<file path="config.mk">
export PLATFORM = sky130hd
export DESIGN_NAME = register_file
export DESIGN_NICKNAME = d
export VERILOG_FILES = /design/src/rtl/register_file.sv
export SDC_FILE = /design/constraint.sdc
export NUM_CORES = 2
export LEC_CHECK = 0
export ABC_CLOCK_PERIOD_IN_PS = 2300
export BUFFER_PORTS_ARGS = -buffer_cell sky130_fd_sc_hd__buf_4
export CORE_ASPECT_RATIO = 2
export CORE_MARGIN = 3
export CORE_UTILIZATION = 64
export DETAILED_ROUTE_END_ITERATION = 10
export GPL_ROUTABILITY_DRIVEN = 0
export PLACE_DENSITY = 0.88
export SYNTH_ARGS = -nofsm -noshare
export SYNTH_HDL_FRONTEND = slang
export SYNTH_SLANG_ARGS = --single-unit
</file>
<file path="constraint.sdc">
create_clock -name clk -period 2.3 [get_ports clk]
set_input_delay 0.23 -clock clk [delete_from_list [all_inputs] [get_ports clk]]
set_output_delay 0.23 -clock clk [all_outputs]
set_load 0.1 [all_outputs]
</file>
<file path="src/rtl/register_file.sv">
// 32-entry integer register file: x0 reads zero, sp/gp take memory-map reset values.
// Optional write-first read bypass is enabled by defining REGFILE_BYPASS_EN.
module register_file #(
    parameter int unsigned          DATA_WIDTH = 32,
    parameter int unsigned          ADDR_WIDTH = 5,
    parameter logic [DATA_WIDTH-1:0] SP_RESET  = 32'h7FFF_EFFC,
    parameter logic [DATA_WIDTH-1:0] GP_RESET  = 32'h1000_8000
) (
    input  logic                  clk,
    input  logic                  reset,
    input  logic                  Reg_Write_i,
    input  logic [ADDR_WIDTH-1:0] Write_Register_i,
    input  logic [DATA_WIDTH-1:0] Write_Data_i,
    input  logic [ADDR_WIDTH-1:0] Read_Register_1_i,
    input  logic [ADDR_WIDTH-1:0] Read_Register_2_i,
    output logic [DATA_WIDTH-1:0] Read_Data_1_o,
    output logic [DATA_WIDTH-1:0] Read_Data_2_o
);

    localparam int unsigned DEPTH = 2 ** ADDR_WIDTH;

    logic [DATA_WIDTH-1:0] regs_q [1:DEPTH-1];
    logic [DATA_WIDTH-1:0] regs_d [1:DEPTH-1];
    logic                  wr_en;

    function automatic logic [DATA_WIDTH-1:0] reset_value(input int unsigned idx);
        unique case (idx)
            2:       reset_value = SP_RESET;
            3:       reset_value = GP_RESET;
            default: reset_value = '0;
        endcase
    endfunction

    // x0 has no storage, so a write to index 0 simply never matches a flop
    assign wr_en = Reg_Write_i && (Write_Register_i != '0);

    always_comb begin
        regs_d = regs_q;
        for (int unsigned i = 1; i < DEPTH; i++) begin
            if (wr_en && (Write_Register_i == ADDR_WIDTH'(i))) begin
                regs_d[i] = Write_Data_i;
            end
        end
    end

    always_ff @(posedge clk or negedge reset) begin
        if (!reset) begin
            for (int unsigned i = 1; i < DEPTH; i++) begin
                regs_q[i] <= reset_value(i);
            end
        end else begin
            regs_q <= regs_d;
        end
    end

    always_comb begin
        Read_Data_1_o = '0;
        Read_Data_2_o = '0;
        for (int unsigned i = 1; i < DEPTH; i++) begin
            if (Read_Register_1_i == ADDR_WIDTH'(i)) begin
                Read_Data_1_o = regs_q[i];
            end
            if (Read_Register_2_i == ADDR_WIDTH'(i)) begin
                Read_Data_2_o = regs_q[i];
            end
        end
`ifdef REGFILE_BYPASS_EN
        // Forwarding is suppressed in reset so outputs show reset contents
        if (reset && wr_en && (Read_Register_1_i == Write_Register_i)) begin
            Read_Data_1_o = Write_Data_i;
        end
        if (reset && wr_en && (Read_Register_2_i == Write_Register_i)) begin
            Read_Data_2_o = Write_Data_i;
        end
`else
`endif
    end

endmodule

</file>
==> metrics, run 1 <==
CTS buffer count=85; clock sink total=992; largest net degree at the start of global routing=approximately 130; cell count after synthesis=roughly 5300; post-synth top area cell=dfrtp_1; gr ovfl total=between 8000 and 9000; top post-synthesis cells by area=dfrtp_1 43%, mux2_2 21%, o21ai_0 3.5%, a21oi_1 3.1%, mux2i_1 2.8%; Die X=215 um; synthesized area=around 56000 sq um; starting density of the core=approximately two thirds; top cell type's share of synthesized area=a little over two fifths; # rows=152; Post-synth EDFFs=0; status=did not finish; asr flop ratio synth=100%; post-synthesis register bit count=between 900 and 1000; GRT Resource Usage Total=105%; Tool Error=[ERROR GRT-0116] Global routing finished with congestion. Check the congestion regions in the DRC Viewer.; post-place setup slack=-1.23 ns; buffer depth of the longest clock path=3; vias in the first global route=84300; H-tree depth=3; first-pass GRT wire length=approximately 700000 um; # IOs=114; Synth Flop Type=dfrtp_1; I/O Buffers=between 100 and 150; hpwl dp=~230000 um; library cells used by synthesis=93; Synth Net Count=5320; Avg Inst Size Synth=between 10 and 15 sq um; CTS root buffer=clkbuf_16; Fail Step=5_1_grt; count leader, synth=mux2_2; Synth warnings=0; top cells by count, synth=1034 x mux2_2, 962 x dfrtp_1, 385 x o21ai_0; Die Ht=roughly 420 um; sequential cell area fraction in the yosys report=between 40% and 50%
-- stage by stage --
stage / cell area, sq um / instances / utilization [%] / setup TNS, ns
after floorplan: 57400 / 5270 / - / -4.78
after global placement: 67400 / 7171 / 78.3 / -42.45
after detailed placement: 67400 / 7171 / 78.3 / -46.60
after CTS: 74200 / 7382 / 86.1 / -37.79
-- logic make-up after synthesis --
| family | count (synthesis) | share of synthesized area, % |
|---|---|---|
| buffers and inverters | 537 | 4.53 |
| AOI/OAI and AO/OA | 1611 | 18.8 |
| and+or+nand+nor | 930 | 8.04 |
| muxes | 1200 | 24.0 |
| DFF | 992 | 44.6 |
-- per-layer routing --
layer	overflow	global-route usage, %
met2	5060	125
met3	692	93.8
met4	1756	113
met1	533	94.0
met5	97	82.0
-- timing repair --
item | in CTS
buffers inserted | 66
gates resized for setup | 735
setup endpoints to repair | 64
pin swaps | 277
hold buffers | 3
cloned | 4
endpoints found under the hold margin | 824
==> run 2: changes to the inputs <==
Settings changed: CORE_ASPECT_RATIO 2 to default, CORE_UTILIZATION 64 to 40, PLACE_DENSITY 0.88 to default, PLACE_DENSITY_LB_ADDON from default to 0.15.
==> metrics, run 2 <==
status=finished with violations; failing checks=negative setup slack; top cells by count, synth=1034 x mux2_2, 962 x dfrtp_1, 385 x o21ai_0; largest registers=regs_q x992; FF-to-FF End=regs_q[836]; Worst EP required=between 2 and 2.5 ns; CP Class=reg -> out; CP bufs+invs=2; Avg Inst Size Synth=between 10 and 15 sq um; asr flop ratio synth=between 90% and 100%; post-synth top area cell=dfrtp_1; # IOs=between 100 and 150; Critical Path Source Type=flip-flop; area of the multi-input gates=32400 sq um; initial antenna violation count=13; CP max-delay cell=o211ai_1; Clk pin slew, worst setup/hold paths=about 0.060 ns; slew margin rel.=about two fifths; Achievable Freq=0.287 GHz; crit path cell chain=or2_4 -> a32oi_1 -> a21oi_1 -> o211ai_1 -> a21oi_1 -> buf_4 -> o21ai_4 -> a31oi_4 -> buf_12; full die area=roughly 140000 sq um; I/O Buffers=roughly 110; H-tree depth=3; FF-to-FF setup slack=~1.2 ns; CP Capture Point=Read_Data_1_o[11]; gr ovfl total=0; Final period util=151%; Synth Net Count=roughly 5300; clock sink total=992; final cell count without fillers=roughly 8400; largest register by flop count=regs_q; fin worst setup slack=-1.18 ns; share of layout cells above drive strength 1=a little over half; Pwr Total=60.1 mW; Starting DRT DRC Count=approximately 10000; routed length per instance=between 30 and 40 um; FILL cells=11800; count leader, synth=mux2_2; post-route ant nets=0; hpwl dp=approximately 240000 um; P per Cell Area=~760 nW/um^2; starting density of the core=40.4%; Final Hold Vio Count=0; # rows=roughly 140; CTS buffer count=roughly 120; reg2reg path depth=4; CTS root buffer=clkbuf_16; routed wire length=approximately 320000 um; GRT Resource Usage Total=a little over two fifths; DRC viols=0; drt pass-1 iters=9; Max Cap Viol=0; first-pass GRT wire length=440000 um; CTS tree=yes; Slew @ Worst Pin=roughly 0.89 ns; Synth Flop Type=dfrtp_1; Crit path depth=9; max reg flops=992; most used cell, CP=a21oi_1; Layout Skew=0 ns; top post-synthesis cells by area=dfrtp_1 43%, mux2_2 21%, o21ai_0 3.5%, a21oi_1 3.1%, mux2i_1 2.8%; Die X=roughly 380 um; critical path arrival=about 3.3 ns; Core ar.=138000 sq um; min Tclk post-route=3.48 ns; Clock Latency Late Sink=about 0.78 ns; placed instance count=8081; Vias=58100; buffer depth of the longest clock path=3; Synth-to-Final Area Change=40.9%; vias per std cell=about 7; Worst path top cell family by delay=compound AO/OA/AOI/OAI gates; Worst Path Max Fanout=3; library cells used by synthesis=93; post-synthesis register bit count=992; FF+latch area=approximately 25000 sq um; Synth warnings=0; Hold Crit Class=in -> async; fin. max-slew vios=0; reg2reg start=regs_q[836]; Setup violations, final=64; top cell type's share of synthesized area=between 40% and 50%; leak pwr=34.5 nW; most common cell after layout, fill and taps aside=buf_4; sequential cell area fraction in the yosys report=44.6%; worst hold slack=between 0.009 and 0.01 ns; max incr delay on CP=0.62 ns; Nets=roughly 6500; vias in the first global route=55200; most frequent cells in the layout=1231 x buf_4, 1022 x mux2_2, 956 x dfrtp_1; Crit. Startpoint=regs_q[971]; largest net degree at the start of global routing=83; RSZ-0062 raised after global routing=yes; synthesized area=about 56000 sq um; Post-synth EDFFs=0; cell count after synthesis=between 5000 and 6000; Die Ht=between 300 and 400 um; Setup crit end kind=output port; Peak VDD IR=slightly below 0.7 mV
## run 2: cell counts after synthesis
Identical to the previous run, type by type.
## run 2: cell type report
type                            instances  share of cell area, %
Antenna cell                            8                 0.0255
Clock buffer                          173                   4.30
Clock inverter                         40                  0.680
Inverter                               16                 0.0876
Multi-Input combinational cell       3741                   41.3
Sequential cell                       992                   31.6
Tap cell                             1863                   2.97
Timing Repair Buffer                 1548                   19.0
## run 2: per-stage QoR
step                util (%)  TNS [ns]  cell area, sq um  worst slack (ns)
global route            56.9    -45.40             78600             -1.08
CTS                     56.1    -43.65             77400             -1.08
global placement        50.7    -56.13             69900             -1.39
detailed placement      50.7    -56.23             69900             -1.37
floorplan                  -     -4.78             57400            -0.648
finish                  56.9    -44.23             78600             -1.18
## run 2: power by group
group / switching [mW] / internal (mW)
combinational: 8.56 / 7.60
clock: 8.28 / 11.1
sequential: 3.51 / 21.0
total: 20.4 / 39.7
## run 2: cell families after synthesis
logic type             Yosys count  synth area share, %
AOI/OAI and AO/OA             1611                 18.8
buffers and inverters          537                 4.53
DFF                            992                 44.6
muxes                         1200                 24.0
and+or+nand+nor                930                 8.04
## run 2: repair_timing
action / 4_1_cts / 5_1_grt
endpoints found under the hold margin: 361 / 0
cloned: 3 / 1
buffers inserted: 67 / 43
hold buffers: 10 / 0
endpoints found under the setup margin: 64 / 64
resized for setup: 689 / 189
pin swaps: 275 / 186
## run 2: how the worst min path moves through the flow
stage / cells after the start / start / endpoint / slack [ns]
2_1_floorplan: 0 / reset / regs_q[0] / -0.07
4_1_cts: 2 / Write_Data_i[27] / regs_q[955] / 0.002
6_report: 2 / reset / regs_q[115] / 0.01
3_3_place_gp: 1 / reset / regs_q[19] / 0.22
3_5_place_dp: 1 / reset / regs_q[51] / 0.21
5_1_grt: 2 / Write_Data_i[20] / regs_q[948] / 0.03
## run 2: per-layer routing
| layer | share of wire, % | global-route usage (%) | up-vias | routed length (um) |
|---|---|---|---|---|
| met2 | 39 | 59.4 | 5331 | 125000 |
| met5 | 0.035 | 0 | - | 114 |
| met3 | 15 | 16.9 | 1448 | 48500 |
| met1 | 37 | 56.4 | 29000 | 118000 |
| met4 | 9.2 | 29.6 | 18 | 29700 |
| li1 | - | - | 22300 | - |
Note: power is estimated with default switching activity, not from simulation.
